==> src/rtl/vend_arbiter_if.sv <==
// Panel-side bus of the two-panel vending arbiter.
// coin_reject is combinational (same-cycle reject); all other outputs are registered.
interface vend_arbiter_if;
    logic [1:0] req;
    logic [1:0] prod_a;
    logic [1:0] prod_b;
    logic [1:0] coin5;
    logic [1:0] coin10;
    logic       restock;
    logic [1:0] gnt;
    logic       busy;
    logic       issue_prod;
    logic       not_available;
    logic       refund;
    logic [1:0] change5;
    logic [1:0] coin_reject;

    modport master (
        output req, prod_a, prod_b, coin5, coin10, restock,
        input  gnt, busy, issue_prod, not_available, refund, change5, coin_reject
    );

    modport slave (
        input  req, prod_a, prod_b, coin5, coin10, restock,
        output gnt, busy, issue_prod, not_available, refund, change5, coin_reject
    );
endinterface

==> src/rtl/vend_arbiter.sv <==
// Two-panel round-robin vending arbiter with coin credit, inventory and refund.
// Optional idle-coin abort enabled by defining VEND_ARBITER_TIMEOUT_EN.
module vend_arbiter #(
    parameter int unsigned INIT_COUNT    = 2,
    parameter int unsigned RESTOCK_COUNT = 7,
    parameter int unsigned TIMEOUT_CYC   = 15
) (
    input logic          clk,
    input logic          rst_n,
    vend_arbiter_if.slave bus
);
    localparam int unsigned CNT_W  = 3;
    localparam int unsigned NPROD  = 4;
    localparam int unsigned TMO_W  = 4;

    // The idle counter is 4 bits wide, so the timeout must fit in it.
    if (TIMEOUT_CYC == 0 || TIMEOUT_CYC > 15) begin : g_bad_timeout
        $error("TIMEOUT_CYC must be in 1..15");
    end

    typedef enum logic [2:0] {
        S_IDLE, S_CHECK, S_COLLECT, S_DISPENSE, S_REFUND
    } state_t;

    state_t                        state_q, state_d;
    logic                          panel_q, panel_d;
    logic                          ptr_q, ptr_d;
    logic [1:0]                    prod_q, prod_d;
    logic [CNT_W-1:0]              credit_q, credit_d;
    logic [NPROD-1:0][CNT_W-1:0]   inv_q, inv_d;
    logic [1:0]                    gnt_q, gnt_d;
    logic                          busy_q, busy_d;
    logic                          issue_q, issue_d;
    logic                          na_q, na_d;
    logic                          refund_q, refund_d;
    logic [1:0]                    change5_q, change5_d;
`ifdef VEND_ARBITER_TIMEOUT_EN
    logic [TMO_W-1:0]              tmo_q, tmo_d;
`endif

    logic             pick;
    logic [1:0]       add;
    logic [1:0]       accept;
    logic [CNT_W-1:0] cost;
    logic [1:0]       coin_reject_c;

    always_comb begin
        state_d       = state_q;
        panel_d       = panel_q;
        ptr_d         = ptr_q;
        prod_d        = prod_q;
        credit_d      = credit_q;
        inv_d         = inv_q;
        pick          = 1'b0;
        add           = 2'b00;
        accept        = 2'b00;
        cost          = CNT_W'(prod_q) + CNT_W'(1);
`ifdef VEND_ARBITER_TIMEOUT_EN
        tmo_d         = tmo_q;
`endif
        case (state_q)
            S_IDLE: begin
                if (bus.restock) begin
                    for (int i = 0; i < int'(NPROD); i++) inv_d[i] = CNT_W'(RESTOCK_COUNT);
                end else if (|bus.req) begin
                    // Contention goes to the preferred panel; otherwise the lone requester.
                    pick     = (bus.req == 2'b11) ? ptr_q : bus.req[1];
                    panel_d  = pick;
                    ptr_d    = ~pick;
                    prod_d   = pick ? bus.prod_b : bus.prod_a;
                    credit_d = '0;
                    state_d  = S_CHECK;
                end
            end
            S_CHECK: begin
                state_d = (inv_q[prod_q] == '0) ? S_IDLE : S_COLLECT;
`ifdef VEND_ARBITER_TIMEOUT_EN
                tmo_d   = '0;
`endif
            end
            S_COLLECT: begin
                if (!bus.req[panel_q]) begin
                    state_d = S_REFUND;
                end else begin
                    accept   = panel_q ? 2'b10 : 2'b01;
                    add      = {bus.coin10[panel_q], bus.coin5[panel_q]};
                    credit_d = credit_q + CNT_W'(add);
                    if (credit_d >= cost) state_d = S_DISPENSE;
`ifdef VEND_ARBITER_TIMEOUT_EN
                    if (add != 2'b00) begin
                        tmo_d = '0;
                    end else begin
                        tmo_d = tmo_q + TMO_W'(1);
                        if (tmo_d == TMO_W'(TIMEOUT_CYC)) state_d = S_REFUND;
                    end
`endif
                end
            end
            S_DISPENSE: begin
                inv_d[prod_q] = inv_q[prod_q] - CNT_W'(1);
                state_d       = S_IDLE;
            end
            S_REFUND: state_d = S_IDLE;
            default:  state_d = S_IDLE;
        endcase

        // Outputs are registered from the next state so they line up with it.
        busy_d    = (state_d != S_IDLE);
        gnt_d     = busy_d ? (panel_d ? 2'b10 : 2'b01) : 2'b00;
        issue_d   = (state_d == S_DISPENSE);
        refund_d  = (state_d == S_REFUND);
        na_d      = (state_d == S_CHECK) && (inv_d[prod_d] == '0);
        change5_d = issue_d  ? 2'(credit_d - cost) :
                    refund_d ? 2'(credit_d) : 2'b00;
        coin_reject_c = (bus.coin5 | bus.coin10) & ~accept;
    end

    always_ff @(posedge clk or negedge rst_n) begin
        if (!rst_n) begin
            state_q   <= S_IDLE;
            panel_q   <= 1'b0;
            ptr_q     <= 1'b0;
            prod_q    <= 2'b00;
            credit_q  <= '0;
            for (int i = 0; i < int'(NPROD); i++) inv_q[i] <= CNT_W'(INIT_COUNT);
            gnt_q     <= 2'b00;
            busy_q    <= 1'b0;
            issue_q   <= 1'b0;
            na_q      <= 1'b0;
            refund_q  <= 1'b0;
            change5_q <= 2'b00;
`ifdef VEND_ARBITER_TIMEOUT_EN
            tmo_q     <= '0;
`endif
        end else begin
            state_q   <= state_d;
            panel_q   <= panel_d;
            ptr_q     <= ptr_d;
            prod_q    <= prod_d;
            credit_q  <= credit_d;
            inv_q     <= inv_d;
            gnt_q     <= gnt_d;
            busy_q    <= busy_d;
            issue_q   <= issue_d;
            na_q      <= na_d;
            refund_q  <= refund_d;
            change5_q <= change5_d;
`ifdef VEND_ARBITER_TIMEOUT_EN
            tmo_q     <= tmo_d;
`endif
        end
    end

    assign bus.gnt           = gnt_q;
    assign bus.busy          = busy_q;
    assign bus.issue_prod    = issue_q;
    assign bus.not_available = na_q;
    assign bus.refund        = refund_q;
    assign bus.change5       = change5_q;
    assign bus.coin_reject   = coin_reject_c;
endmodule

==> src/flat_wrapper.sv <==
// flat-port wrapper written by rule: the top's interface ports become plain ports
module vend_arbiter_flat 
#(
    parameter int unsigned INIT_COUNT    = 2,
    parameter int unsigned RESTOCK_COUNT = 7,
    parameter int unsigned TIMEOUT_CYC   = 15
)
  (clk, rst_n, bus_req, bus_prod_a, bus_prod_b, bus_coin5, bus_coin10, bus_restock, bus_gnt, bus_busy, bus_issue_prod, bus_not_available, bus_refund, bus_change5, bus_coin_reject);
  vend_arbiter_if bus_i ();
  input logic clk;
  input logic rst_n;
  input wire logic [$bits(bus_i.req)-1:0] bus_req;
  input wire logic [$bits(bus_i.prod_a)-1:0] bus_prod_a;
  input wire logic [$bits(bus_i.prod_b)-1:0] bus_prod_b;
  input wire logic [$bits(bus_i.coin5)-1:0] bus_coin5;
  input wire logic [$bits(bus_i.coin10)-1:0] bus_coin10;
  input wire logic [$bits(bus_i.restock)-1:0] bus_restock;
  output wire logic [$bits(bus_i.gnt)-1:0] bus_gnt;
  output wire logic [$bits(bus_i.busy)-1:0] bus_busy;
  output wire logic [$bits(bus_i.issue_prod)-1:0] bus_issue_prod;
  output wire logic [$bits(bus_i.not_available)-1:0] bus_not_available;
  output wire logic [$bits(bus_i.refund)-1:0] bus_refund;
  output wire logic [$bits(bus_i.change5)-1:0] bus_change5;
  output wire logic [$bits(bus_i.coin_reject)-1:0] bus_coin_reject;
  assign bus_i.req = bus_req;
  assign bus_i.prod_a = bus_prod_a;
  assign bus_i.prod_b = bus_prod_b;
  assign bus_i.coin5 = bus_coin5;
  assign bus_i.coin10 = bus_coin10;
  assign bus_i.restock = bus_restock;
  assign bus_gnt = bus_i.gnt;
  assign bus_busy = bus_i.busy;
  assign bus_issue_prod = bus_i.issue_prod;
  assign bus_not_available = bus_i.not_available;
  assign bus_refund = bus_i.refund;
  assign bus_change5 = bus_i.change5;
  assign bus_coin_reject = bus_i.coin_reject;
  vend_arbiter #(.INIT_COUNT(INIT_COUNT), .RESTOCK_COUNT(RESTOCK_COUNT), .TIMEOUT_CYC(TIMEOUT_CYC)) u_core (.clk(clk), .rst_n(rst_n), .bus(bus_i));
endmodule
==> config.mk <==
export PLATFORM = sky130hd
export DESIGN_NAME = vend_arbiter_flat
export DESIGN_NICKNAME = d
export VERILOG_FILES = /design/src/rtl/vend_arbiter_if.sv /design/src/rtl/vend_arbiter.sv /design/src/flat_wrapper.sv
export SDC_FILE = /design/constraint.sdc
export NUM_CORES = 1
export LEC_CHECK = 0
export CORE_ASPECT_RATIO = 2
export CORE_MARGIN = 4
export CORE_UTILIZATION = 45
export DETAILED_ROUTE_END_ITERATION = 12
export PLACE_DENSITY = 0.78
export SLEW_MARGIN = 10
export SYNTH_ARGS = -nofsm -noshare
export SYNTH_HDL_FRONTEND = slang
export SYNTH_SLANG_ARGS = --single-unit
==> constraint.sdc <==
create_clock -name clk -period 4.62 [get_ports clk]
set_input_delay 0.462 -clock clk [delete_from_list [all_inputs] [get_ports clk]]
set_output_delay 0.462 -clock clk [all_outputs]
set_load 0.02 [all_outputs]
==> metrics.csv <==
metric,value,unit
status,"finished, final reports clean",
synth unique cells,49,
Final Hold Fails,0,
first-pass GRT wire length,6575,um
Fin Setup TNS,0,ns
Post-DP HPWL,3049,um
Critical Path RT,4.82,ns
drt via density,5.542,
syn nets,201,
Max Transition Viols Final,0,
CP Capture Type,flop,
PnR worst setup slack,1.768,ns
Cell Pwr Density,577.5,nW/um^2
post-synth top area share,36.31,%
Simple-Gate Fraction of Synth Area,17.32,%
fin crit share,61.74,%
Most used DFF post-synth,dfrtp_1,
row cnt,32,
"Hold-fix buffers, CTS",0,
Root Driver,clkbuf_8,
"EDFF count, synth",0,
Worst setup SP type,flop,
area of the die,5117,um^2
diode count,0,
Placed Area,2044,um^2
#FFs+latches synth,30,
Post-CTS Setup Bufs,0,
mean post-synth cell area,10.18,um^2
pre-CTS setup slack,1.601,ns
Area contributors post-synth,"dfrtp_1 (36%), ha_1 (7.7%), dfstp_2 (5.9%)",
critical path class,reg -> reg,
Max rail drop VDD,0.3193,mV
H-tree Lvls,2,
IO Count,23,
number of global-route vias before repair,1421,
drt pass-1 iters,4,
CTS buffer count,5,
asr flop ratio synth,100.0,%
Adder-Cell Fraction of Synth Area,8.799,%
final instance area,2136,um^2
per-cell routed wire length,15.68,um
critical path data arrival time,3.05,ns
nets,226,
die height,97.24,um
RSZ-0062 raised after global routing,false,
Synth Area in Compound Gates,16.48,%
CTS tree,built,
Yosys top cell by area,dfrtp_1,
port bufs,22,
Worst Clk Skew,0.009290,ns
Slew @ Worst Pin,0.5713,ns
Leakage Power,0.9591,nW
post-synthesis mux area share,7.263,%
Overflow after GRT,0,
"Cell Area, Synth",1792,um^2
clk sink count,30,
Overall Power,1.233,mW
initial DRC count,28,
Max-slew headroom,61.83,%
Layout area overhead,19.20,%
fin util,55.57,%
core area,3844,um^2
clock latency on the worst-skew pair,0.28,ns
die width,52.62,um
"Max FO, Critical Path",14,
# DRC,0,
sequential-to-total area share from yosys stat,42.18,%
Syn Inst Count,176,
maxcap violations,0,
Peak Freq,350.6,MHz
largest buffer count on any clock path,2,
largest net degree at the start of global routing,31,
initial core utilization,46.61,%
Cells after DPL,245,
Via Count,1402,
Layout Cells excl Fill,253,
GP Congestion,0.9161,
GRT Total Usage,17.58,%
layout cell share with drive strength beyond 1,11.88,%
worst hold-check path type,reg -> reg,
clock-pin slew of the registers on the worst-case setup and hold paths,0.06,ns
Post-Synth XOR/XNOR Area,0.9777,%
PostCTS Resize Cnt,0,
min cycle time layout,2.852,ns
ANT nets after route,0,
initial antenna violation count,0,
YS warnings,0,
"Setup violations, final",0,
Hold WS,0.5099,ns
largest family of logic cells by synthesized area,simple AND/OR/NAND/NOR gates,
drt total wl,3966,um
==> registers in the layout, summed over array words and instances (netlist names), 2 cells and up <==
| register | flops |
|---|---|
| u_core.inv_q | 12 |
| u_core.bus.change5 | 2 |
| u_core.prod_q | 2 |
| u_core.credit_q | 3 |
| u_core.bus.gnt | 2 |
| u_core.state_q | 3 |
==> synth_stat cells, types with 2 or more instances <==
| master | instances |
|---|---|
| dfstp_2 | 4 |
| ha_1 | 11 |
| clkbuf_1 | 2 |
| o22ai_1 | 4 |
| a21oi_1 | 6 |
| dfrtp_1 | 26 |
| mux2_2 | 2 |
| a211o_1 | 2 |
| o21ai_0 | 13 |
| or4_1 | 2 |
| nor3_1 | 2 |
| nand2_1 | 6 |
| and2_1 | 6 |
| mux2i_1 | 4 |
| buf_6 | 3 |
| or2_2 | 3 |
| nand2b_1 | 4 |
| nand3_1 | 8 |
| nor2_1 | 10 |
| a31oi_1 | 4 |
| a2bb2oi_1 | 3 |
| nor2b_1 | 2 |
| inv_1 | 21 |
| mux4_2 | 3 |
==> routing by layer <==
metal	global-route usage [%]	wire [um]
met1	18.00	1390
met2	29.69	2215
met4	12.60	207
met5	0	0
met3	3.687	153
==> critical path, stage by stage, from the launching register on <==
cell and delay [ns]:
dfrtp_1 0.54, nor3b_1 0.56, nor2b_1 0.54, nor2_1 0.15, a22oi_1 0.33, ha_1 0.23
xnor2_1 0.14, a31oi_1 0.11, o22ai_1 0.17
==> cell families after synthesis <==
| logic type | count (synthesis) |
|---|---|
| fa+ha+maj | 12 |
| buf+inv | 27 |
| xor+xnor | 2 |
| mux | 9 |
| simple gates | 52 |
| flops | 30 |
| compound gates | 44 |
==> layout by cell type (no fill, tap or decap), types with 3 or more instances in the layout <==
cell	count
dfstp_2	4
dfrtp_1	26
a2bb2oi_1	3
nand3_1	8
inv_1	21
o22ai_1	4
nand2b_1	4
a31oi_1	4
a21oi_1	6
o21ai_0	13
or2_2	3
clkbuf_8	6
mux2i_1	4
and2_1	6
mux4_2	3
clkdlybuf4s50_1	22
ha_1	11
nand2_1	6
nor2_1	10
==> area by class of cell <==
| type | instances | area (um^2) |
|---|---|---|
| fillers | 371 | 1708 |
| multi-input cells | 119 | 910.9 |
| flip-flops and latches | 30 | 755.7 |
| repair buffers | 24 | 235.2 |
| clock buffers | 7 | 86.33 |
| inverters | 21 | 78.83 |
| well taps | 51 | 63.81 |
| clock inverters | 1 | 5.005 |
==> report_power, final <==
| group | internal, mW | switching (mW) | total, mW |
|---|---|---|---|
| registers | 0.347 | 0.0978 | 0.445 |
| logic | 0.265 | 0.306 | 0.571 |
| clock network | 0.120 | 0.0976 | 0.218 |
==> final timing paths <==
kind                       cells past startpoint                    end               start  slack, ns
max                                            8  u_core.bus.change5[1]   u_core.state_q[0]       1.77
min                                            1     u_core.credit_q[2]  u_core.credit_q[2]       0.51
max reg2reg                                    8  u_core.bus.change5[1]   u_core.state_q[0]       1.77
min reg2reg                                    1     u_core.credit_q[2]  u_core.credit_q[2]       0.51
max in group asynchronous                      2        u_core.inv_q[7]               rst_n       3.73
min in group asynchronous                      2      u_core.bus.gnt[0]               rst_n       0.56
Note: power is estimated with default switching activity, not from simulation.
